File: src/rtl/imem_loader.sv
// imem_loader: packs a big-endian 3-byte host stream into instruction words,
// writes them to the instruction store from address 0 and holds the CPU until done.
module imem_loader #(
    parameter int ADDR_W  = 8,
    parameter int INSTR_W = 21,
    parameter int DEPTH   = 256
) (
    input  logic               CLK,
    input  logic               RST_N,
    input  logic               START,
    input  logic [ADDR_W:0]    WORD_COUNT,
    input  logic [7:0]         BYTE_IN,
    input  logic               BYTE_VALID,
    output logic               BYTE_READY,
    output logic               WE,
    output logic [ADDR_W-1:0]  WADDR,
    output logic [INSTR_W-1:0] WDATA,
    output logic               BUSY,
    output logic               DONE,
    output logic               ERROR,
    output logic               CPU_HOLD
);

    localparam logic [2:0] S_IDLE  = 3'd0;
    localparam logic [2:0] S_B0    = 3'd1;
    localparam logic [2:0] S_B1    = 3'd2;
    localparam logic [2:0] S_B2    = 3'd3;
    localparam logic [2:0] S_WRITE = 3'd4;
    localparam logic [2:0] S_DONE  = 3'd5;
    localparam logic [2:0] S_ERR   = 3'd6;

    localparam int              HI_W    = INSTR_W - 16;
    localparam logic [ADDR_W:0] MAX_CNT = (ADDR_W + 1)'(DEPTH);
    localparam logic [ADDR_W:0] ONE     = (ADDR_W + 1)'(1);

    logic [2:0]         state;
    logic [2:0]         nxt;
    logic [ADDR_W:0]    count_q;
    logic [ADDR_W:0]    wcnt_q;
    logic [HI_W-1:0]    b0_q;
    logic [7:0]         b1_q;
    logic [ADDR_W-1:0]  waddr_q;
    logic [INSTR_W-1:0] wdata_q;

    logic xfer;
    logic cnt_ok;
    logic can_start;
    logic start_ok;
    logic last;
    logic bad_b0;

    assign xfer      = BYTE_VALID && BYTE_READY;
    assign cnt_ok    = (WORD_COUNT != '0) && (WORD_COUNT <= MAX_CNT);
    assign can_start = (state == S_IDLE) || (state == S_DONE)
                    || (state == S_ERR);
    assign start_ok  = can_start && START && cnt_ok;
    assign last      = (wcnt_q + ONE) == count_q;
    // Top bits of byte0 fall outside the instruction word and must be zero
    assign bad_b0    = BYTE_IN[7:HI_W] != '0;

    always_comb begin
        nxt = state;
        unique case (state)
            S_IDLE, S_DONE, S_ERR: begin
                if (START) nxt = cnt_ok ? S_B0 : S_ERR;
            end
            S_B0: begin
                if (xfer) nxt = bad_b0 ? S_ERR : S_B1;
            end
            S_B1: begin
                if (xfer) nxt = S_B2;
            end
            S_B2: begin
                if (xfer) nxt = S_WRITE;
            end
            S_WRITE: begin
                nxt = last ? S_DONE : S_B0;
            end
            default: nxt = S_IDLE;
        endcase
    end

    always_ff @(posedge CLK or negedge RST_N) begin
        if (!RST_N) begin
            state <= S_IDLE;
        end else begin
            state <= nxt;
        end
    end

    always_ff @(posedge CLK or negedge RST_N) begin
        if (!RST_N) begin
            count_q <= '0;
            wcnt_q  <= '0;
        end else if (start_ok) begin
            count_q <= WORD_COUNT;
            wcnt_q  <= '0;
        end else if (state == S_WRITE && !last) begin
            wcnt_q  <= wcnt_q + ONE;
        end
    end

    always_ff @(posedge CLK or negedge RST_N) begin
        if (!RST_N) begin
            b0_q <= '0;
            b1_q <= '0;
        end else if (xfer) begin
            if (state == S_B0) b0_q <= BYTE_IN[HI_W-1:0];
            if (state == S_B1) b1_q <= BYTE_IN;
        end
    end

    // Write port registers only change on byte2, so they hold through DONE
    always_ff @(posedge CLK or negedge RST_N) begin
        if (!RST_N) begin
            waddr_q <= '0;
            wdata_q <= '0;
        end else if (xfer && state == S_B2) begin
            waddr_q <= wcnt_q[ADDR_W-1:0];
            wdata_q <= {b0_q, b1_q, BYTE_IN};
        end
    end

    assign BYTE_READY = (state == S_B0) || (state == S_B1)
                     || (state == S_B2);
    assign WE         = state == S_WRITE;
    assign WADDR      = waddr_q;
    assign WDATA      = wdata_q;
    assign BUSY       = BYTE_READY || WE;
    assign DONE       = state == S_DONE;
    assign ERROR      = state == S_ERR;
    assign CPU_HOLD   = state != S_DONE;

endmodule

File: config.mk
export PLATFORM = sky130hd
export DESIGN_NAME = imem_loader
export DESIGN_NICKNAME = d
export VERILOG_FILES = /design/src/rtl/imem_loader.sv
export SDC_FILE = /design/constraint.sdc
export NUM_CORES = 1
export LEC_CHECK = 0
export ABC_CLOCK_PERIOD_IN_PS = 2800
export CAP_MARGIN = 20
export CORE_MARGIN = 2
export CORE_UTILIZATION = 45
export CTS_CLUSTER_DIAMETER = 80
export DETAILED_ROUTE_END_ITERATION = 12
export HOLD_SLACK_MARGIN = 0.08
export PLACE_DENSITY = 0.7
export SYNTH_ARGS = -nofsm -noshare
export SYNTH_HDL_FRONTEND = slang
export SYNTH_SLANG_ARGS = --single-unit
File: constraint.sdc
create_clock -name CLK -period 2.8 [get_ports CLK]
set_input_delay 0.42 -clock CLK [delete_from_list [all_inputs] [get_ports CLK]]
set_output_delay 0.42 -clock CLK [all_outputs]
set_load 0.02 [all_outputs]
==> results_dict.tcl, run 1 <==
set metrics [dict create \
    cp.required_ps 3030 \
    drv_slew 0 \
    dp_hpwl_mm 4.74 \
    n_fill_cell 543 \
    clk_latency_ps 340 \
    grt.busiest_layer "met2" \
    dpl.cell_count 402 \
    multi_input_area_mm2 0.00136 \
    clockBufferDepth 2 \
    yosysMostFrequentCell "dfrtp_1" \
    cts_sinks 63 \
    relSlewSlack 0.675 \
    crit_type "flop to flop" \
    internal_power_mw 2.71 \
    worst_slack_ps 182 \
    io_buffers 55 \
    cp_max_fo 12 \
    swShare 0.349 \
    synth_warnings 0 \
    finalPower_mw 4.16 \
    synth_edf_count 0 \
    grt_pass1_vias 2235 \
    avgRoutedWirePerCell_um 15.4 \
    pwr-share-clk 0.202 \
    ys.flop_type "dfrtp_1" \
    track_usage 0.191 \
    htree_levels 3 \
    cap_violations 0 \
    grt.overflow.total 0 \
    vias_per_cell 5.37 \
    hold_class "flop to flop" \
    power_density_mw_per_mm2 1050 \
    yosysUniqueCellTypes 46 \
    cpPeakStageDelay_ps 420 \
    clkSlewWorstSetupHoldPaths_ps 70 \
    synth_seq_cells 63 \
    die_area_mm2 0.00742 \
    fin_crit_sh 0.935 \
    path_buf_inv 1 \
    comb_power_share 0.426 \
    worst_path_max_delay_cell "dfrtp_1" \
    end_kind "flop" \
    synthCells 269 \
    outcome "completed" \
    stdcell_count 419 \
    synth_nets 291 \
    antenna_found_initial 0 \
    finClkSkew_ps 10.6 \
    yosysTopAreaCell "dfrtp_1" \
    numCtsBuffers 9 \
    rsz0062_at_grt "no" \
    leakage_nw 1.75 \
    p_seq_frac 0.372 \
    fin_setup_tns_ps 0 \
    dr.pass1.iters 4 \
    synth_top_area_frac 0.519 \
    synth_top_cells_by_area "dfrtp_1, mux2_2, nand2_1" \
    ir_drop_uv 643 \
    ioPinCount 56 \
    die_w_um 86.2 \
    worstMarginPinSlew_ps 483 \
    seq_area_mm2 0.00158 \
    diodes 0 \
    hold_viol_final 0 \
    fin_util 0.614 \
    start_util 0.473 \
    gp_congestion 0.860 \
    drt_wl_total_mm 6.46 \
    max_freq_mhz 382 \
    fin_crit_ps 2620 \
    grt_max_degree 29 \
    routed-via-count 2248 \
    fp.coreArea_mm2 0.00642 \
    syn_area_mm2 0.00304 \
    async_flop_share 1.00 \
    cts_tree "built" \
    die_y_um 86.2 \
    setup_viol 0 \
    syn-mean-instance-area_um2 11.3 \
    row_count 29 \
    drt_iter0_markers 70 \
    path_delay_family "compound AO/OA/AOI/OAI gates" \
    grt_use_met3 0.0770 \
    root_buffer "clkbuf_8" \
    pre_cts_ws_ps 142 \
    nNetsFinal 359 \
    synth-seq-area-share 0.519 \
    area_growth_syn_to_layout_pct 29.9 \
    grt_pass1_wl_mm 10.8 \
    p_sw_mw 1.45 \
    ant_nets 0 \
    critPathLaunchType "flop" \
    use_met2 0.295 \
    cp.arrival_ps 2850 \
    drive_above_1_share 0.240 \
    drcViolationCount 0 \
    netlist_top_cells_count "dfrtp_1, nand2_1, mux2_2" \
    gr-usage-met1 0.239 \
    worstPathCellList "ha_2 > nand2_1 > or3_4 > a2111oi_4 > nand4_2 > o31ai_4 > buf_4 > nor3b_1 > a211o_1" \
]
[tightest hold or removal path: stages (launching register included)]
cell,delay (ps)
dfrtp_1,340
nand2_1,40
o21ai_0,60
[routing by layer]
metal,vias up,part of all wire
li1,1076,-
met4,0,0.011
met2,64,0.48
met5,-,0
met3,8,0.072
met1,1100,0.44
[cells by family after synthesis]
| family | after synthesis | share of synthesized area |
|---|---|---|
| simple gates | 94 | 0.161 |
| xor+xnor | 10 | 0.0288 |
| mux | 45 | 0.166 |
| flops | 63 | 0.519 |
| fa+ha+maj | 1 | 0.00412 |
| buf+inv | 21 | 0.0329 |
| compound gates | 35 | 0.0886 |
[what timing repair did]
item / 4_1_cts / 5_1_grt
hold buffers: 1 / 0
endpoints found under the hold margin: 18 / 0
buffers inserted: 0 / 0
setup endpoints to repair: 0 / 5
resized for setup: 0 / 1
[power groups by stage]
stage,combinational (mW),clock [mW],sequential (mW)
2_1_floorplan,0.946,0,1.69
6_report,1.77,0.839,1.55
3_3_place_gp,1.75,0,1.55
4_1_cts,1.79,0.861,1.55
3_5_place_dp,1.78,0,1.57
5_1_grt,1.92,0.894,1.61
[path summary, 6_finish.rpt]
kind                                             from  cells past startpoint  slack (ps)                     to
worst max register to register  wcnt_q[1]$_DFFE_PN0P_                      9         180  wcnt_q[2]$_DFFE_PN0P_
worst min register to register   WADDR[6]$_DFFE_PN0P_                      2         480   WADDR[6]$_DFFE_PN0P_
max in group asynchronous                       RST_N                      3        1520  WDATA[16]$_DFFE_PN0P_
min in group asynchronous                       RST_N                      2         560   WADDR[5]$_DFFE_PN0P_
worst max-delay path            wcnt_q[1]$_DFFE_PN0P_                      9         180  wcnt_q[2]$_DFFE_PN0P_
worst min-delay path             WADDR[6]$_DFFE_PN0P_                      2         480   WADDR[6]$_DFFE_PN0P_
[placed cells by master (no fill, tap or decap), drive strengths merged, types with 2 or more instances in the layout]
| cell type | n |
|---|---|
| nor3 | 6 |
| nand2 | 44 |
| or2 | 3 |
| buf | 15 |
| clkdlybuf4s50 | 54 |
| clkbuf | 12 |
| inv | 8 |
| mux2i | 2 |
| nand2b | 2 |
| xnor2 | 5 |
| clkinv | 2 |
| o21ai | 12 |
| a21oi | 6 |
| mux2 | 43 |
| o311ai | 2 |
| xor2 | 5 |
| a211o | 4 |
| and4 | 2 |
| nor4 | 5 |
| dfrtp | 63 |
| a21o | 2 |
| nand3 | 5 |
| nor3b | 5 |
| and2 | 3 |
| nor2b | 2 |
| bufinv | 2 |
| nor2 | 10 |
| or3 | 4 |
[cell type report]
class / count / share of cell area
flip-flops and latches: 63 / 0.400
repair buffers: 70 / 0.171
inverters: 8 / 0.00761
clock inverters: 4 / 0.0178
clock buffers: 12 / 0.0343
well taps: 77 / 0.0244
multi-input cells: 185 / 0.346
[registers in the layout, summed over array words and instances, names as in the netlist]
signal   cells
state        3
wcnt_q       9
b1_q         8
WADDR        8
b0_q         5
count_q      9
WDATA       21
[through the flow]
| stage | instance area [um2] | hold slack, ps |
|---|---|---|
| floorplan | 3040 | 124 |
| global placement | 3730 | 409 |
| detailed placement | 3730 | 400 |
| CTS | 3940 | 484 |
| global route | 3950 | 516 |
| finish | 3950 | 480 |
Note: power is estimated with default switching activity, not from simulation.
==> run 2: changes to the inputs <==
CORE_UTILIZATION = 30   (was 45)
PLACE_DENSITY = unset   (was 0.7)
==> results_dict.tcl, run 2 (synthesized netlist as in run 1, its figures left out) <==
set metrics [dict create \
    outcome "completed" \
    die_w_um 105 \
    r2r_cells 9 \
    diodes 0 \
    p_seq_frac 0.359 \
    layout_commonest_cell "dfrtp_1" \
    p_sw_mw 1.50 \
    start_util 0.309 \
    dr.pass1.iters 4 \
    htree_levels 3 \
    stdcell_count 476 \
    cap_violations 0 \
    cp_max_fo 12 \
    fp.coreArea_mm2 0.00982 \
    cts_tree "built" \
    setup_viol 0 \
    die_area_mm2 0.0109 \
    power_density_mw_per_mm2 1060 \
    mostFrequentLayoutCells "dfrtp_1, clkdlybuf4s50_1, nand2_1, mux2_2, buf_4" \
    ant_nets 0 \
    grt_max_degree 27 \
    antenna_found_initial 0 \
    worstMarginPinSlew_ps 514 \
    row_count 36 \
    fin_setup_tns_ps 0 \
    relSlewSlack 0.657 \
    area_growth_syn_to_layout_pct 33.7 \
    grt_pass1_wl_mm 11.5 \
    numCtsBuffers 9 \
    ioPinCount 56 \
    cts_setup_buffers 0 \
    finClkSkew_ps 13.3 \
    end_kind "flop" \
    fin_crit_ps 2640 \
    largest_reg_flops 21 \
    vias_per_cell 4.75 \
    comb_power_share 0.410 \
    leakage_nw 1.77 \
    max_freq_mhz 379 \
    grt.overflow.total 0 \
    pwr-share-clk 0.232 \
    io_buffers 55 \
    internal_power_mw 2.83 \
    swShare 0.347 \
    crit_type "flop to flop" \
    dp_hpwl_mm 4.95 \
    nNetsFinal 360 \
    clk_latency_ps 340 \
    cp.arrival_ps 2860 \
    worstPathCellList "ha_2 > nand2_1 > or3_4 > a2111oi_4 > nand4_2 > o31ai_4 > buf_6 > nor3b_1 > a211o_1" \
    drcViolationCount 0 \
    drt_iter0_markers 66 \
    drv_slew 0 \
    worst_path_max_delay_cell "dfrtp_1" \
    critPathLaunchType "flop" \
    dpl.cell_count 459 \
    cp.required_ps 3020 \
    drt_wl_total_mm 6.82 \
    hold_class "flop to flop" \
    clockBufferDepth 2 \
    grt_pass1_vias 2321 \
    root_buffer "clkbuf_8" \
    ir_drop_uv 665 \
    cts_sinks 63 \
    fin_crit_sh 0.941 \
    cpPeakStageDelay_ps 420 \
    routed-via-count 2259 \
    hold_viol_final 0 \
    rsz0062_at_grt "no" \
    hold_depth 2 \
    clkSlewWorstSetupHoldPaths_ps 70 \
    die_y_um 105 \
    gp_congestion 0.853 \
    track_usage 0.133 \
    avgRoutedWirePerCell_um 14.3 \
    drive_above_1_share 0.251 \
]
==> run 2: cell type report <==
| type | instances | area (um2) |
|---|---|---|
| Clock inverter | 6 | 116 |
| Sequential cell | 63 | 1580 |
| Timing Repair Buffer | 71 | 672 |
| Fill cell | 1009 | 5760 |
| Clock buffer | 10 | 138 |
| Inverter | 8 | 30.0 |
| Multi-Input combinational cell | 185 | 1360 |
| Tap cell | 133 | 166 |
==> run 2: power by group through the flow <==
stage / Clock [mW] / Sequential, mW / Combinational [mW]
6_report: 1.00 / 1.55 / 1.77
5_1_grt: 1.07 / 1.61 / 1.93
4_1_cts: 1.03 / 1.55 / 1.79
3_5_place_dp: 0 / 1.57 / 1.78
3_3_place_gp: 0 / 1.56 / 1.76
2_1_floorplan: 0 / 1.69 / 0.946
==> run 2: per-stage QoR <==
| stage | hold slack, ps | total power, mW | util | setup WS (ps) | area, um2 |
|---|---|---|---|---|---|
| 3_5_place_dp | 430 | 3.35 | 0.386 | 96.6 | 3790 |
| 6_report | 479 | 4.32 | 0.414 | 164 | 4060 |
| 2_1_floorplan | 124 | 2.63 | - | 288 | 3040 |
| 3_3_place_gp | 425 | 3.32 | 0.386 | 124 | 3790 |
| 5_1_grt | 520 | 4.61 | 0.414 | 1.80 | 4060 |
| 4_1_cts | 487 | 4.38 | 0.413 | 101 | 4060 |
==> run 2: routing by layer <==
layer	up-vias	wire, um	track usage
li1	1085	-	-
met1	1109	2980	0.163
met2	58	3180	0.205
met3	7	587	0.0624
met4	0	82	0.0476
met5	-	0	0
==> run 2: critical path, delay by kind of cell, from the launching register on <==
family / cells / cell delay, ps
AO/OA/AOI/OAI: 3 / 860
adder cells (fa/ha/maj): 1 / 260
buffers and inverters: 1 / 180
flip-flops: 1 / 420
AND/OR/NAND/NOR: 4 / 790
==> run 2: worst paths after layout <==
kind | start | end | slack (ps)
worst max-delay path | wcnt_q[1]$_DFFE_PN0P_ | wcnt_q[2]$_DFFE_PN0P_ | 160
worst max register to register | wcnt_q[1]$_DFFE_PN0P_ | wcnt_q[2]$_DFFE_PN0P_ | 160
worst min register to register | WADDR[6]$_DFFE_PN0P_ | WADDR[6]$_DFFE_PN0P_ | 480
worst min-delay path | WADDR[6]$_DFFE_PN0P_ | WADDR[6]$_DFFE_PN0P_ | 480
min in group asynchronous | RST_N | WDATA[7]$_DFFE_PN0P_ | 580
max in group asynchronous | RST_N | wcnt_q[8]$_DFFE_PN0P_ | 1470
==> run 2: what timing repair did <==
| action | 4_1_cts | 5_1_grt |
|---|---|---|
| resized for setup | 0 | 2 |
| endpoints found under the setup margin | 0 | 6 |
| hold endpoints to repair | 21 | 0 |
| hold buffers | 1 | 0 |
==> RTL edit (settings of run 1) <==
Change the parameter `ADDR_W` from 8 to 7.
--- a/src/rtl/imem_loader.sv
+++ b/src/rtl/imem_loader.sv
@@ -1,7 +1,7 @@
 // imem_loader: packs a big-endian 3-byte host stream into instruction words,
 // writes them to the instruction store from address 0 and holds the CPU until done.
 module imem_loader #(
-    parameter int ADDR_W  = 8,
+    parameter int ADDR_W  = 7,
     parameter int INSTR_W = 21,
     parameter int DEPTH   = 256
 ) (
Interface: changed (resized WADDR and WORD_COUNT); port bits go from 56 to 54. The function was not compared with the original's and may differ.
==> RTL edit against run 1 <==
- total power fell by 21%
- synthesized area fell by 26%
- setup slack improved by 0.16 ns
- worst hold slack improved by 0.027 ns
- routed wire length fell by 36%
- sequential cell count fell by 11
- core utilization fell by 1.0 points
- design area fell by 27%
- largest cell class unchanged
- highest routed layer unchanged
==> RTL edit: results (changes against run 1) <==
VDD IR max 0.624 mV (-2.9%); Final min period 2.46 ns (-0.155 ns); Non-clock buffers, area share 0.170 (-0.000934); R2R Setup Slk 0.90 ns (+0.72 ns); Final Net Count 235 (-35%); Worst R2R End WDATA[16]; layout cells sized above 1 0.288 (+0.0486); Worst path slowest cell clkdlybuf4s50_1; Clock Latency Late Sink 0.30 ns (-0.04 ns); Final GP Congestion 0.789 (-8.2%); status finished clean; multi-input logic area 913 µm² (-33%); Place WS 0.487 ns (+0.345 ns); drt via density 5.23 (-2.6%); Max-slew headroom 0.594 (-0.0809); first-pass GRT wire length 6670 µm (-38%); invs w/o clock 2 (-6); comb_multi_in 104 (-44%); commonest cells in the netlist 52 x dfrtp_1, 42 x mux2_2, 8 x nand2_1; Hold Path End b0_q[2]; clkbuf count 7 (-5); Mapped Nets 185 (-36%); Worst Reg2Reg Path Length in Cells 3 (-6); Tot GR Track Use 0.160 (-0.0307); Seq/Total Area, Yosys 0.578 (+0.0595); RR Startpoint state[2]; met2 WL 2050 µm (-34%); largest net degree at the start of global routing 32 (+10%); top post-synthesis cells by area dfrtp_1 58%, mux2_2 21%, xnor2_1 1.9%, nand2_1 1.3%, nor3b_2 1.1%; number of unique standard cell types used by synthesis 39 (-15%); initial DRC count 88 (+26%); Largest stage delay, worst path 0.64 ns (+0.22 ns); crit-path leading delay family buffers and inverters; arrival time worst endpoint 2.04 ns (-0.81 ns); met1 track demand over resource 0.204 (-0.0354); Hold Startpoint b0_q[2]; CTS Buf Count 5 (-4); Met3 Wirelength 230 µm (-50%); Final Skew 0.00376 ns (-0.00680 ns); clk slew on worst S/H paths 0.09 ns (+0.02 ns); Non-Clock Buffer Count 49 (-30%); WHS 0.508 ns (+0.0273 ns); Util after Layout 0.604 (-0.0103); Critical path origin state[0]; GR met3 Demand/Resource 0.0428 (-0.0342); Post-Layout Cell Count 282 (-33%); vias in the first global route 1440 (-36%); met2 Usage GRT 0.266 (-0.0288); H-Tree Depth 2 (-1); hold path depth 1 (-1); placed cell count 273 (-32%); Fillers 393 (-28%); Leak 1.23 nW (-30%); Mapped Cells 164 (-39%); sequential share of cell area 0.450 (+0.0506); ClkCell Share 0.0325 (-0.0195); M1 WL 1810 µm (-36%); crit path capture WE
## RTL edit: changes by cell type after synthesis, moves of 6 or more
cell,before,now
nand2_1,44,8
nor2_1,10,4
o21ai_0,11,4
inv_1,8,2
dfrtp_1,63,52
## RTL edit: report_power, final
part / total, mW / internal (mW) / switching (mW)
registers: 1.33 / 1.08 / 0.249
logic: 1.52 / 0.828 / 0.694
clock network: 0.432 / 0.201 / 0.230
## RTL edit: kinds of logic after synthesis
| logic type | count (synthesis) | share of synthesized area |
|---|---|---|
| flops | 52 | 0.578 |
| fa+ha+maj | 1 | 0.00556 |
| buf+inv | 8 | 0.0156 |
| mux | 45 | 0.226 |
| compound gates | 18 | 0.0556 |
| xor+xnor | 5 | 0.0195 |
| simple gates | 35 | 0.0996 |
## RTL edit: timing repair
| item | in CTS | in global routing |
|---|---|---|
| hold buffers | 1 | 0 |
| setup endpoints to repair | 0 | 0 |
| hold endpoints to repair | 17 | 0 |
| buffers inserted | 0 | 0 |
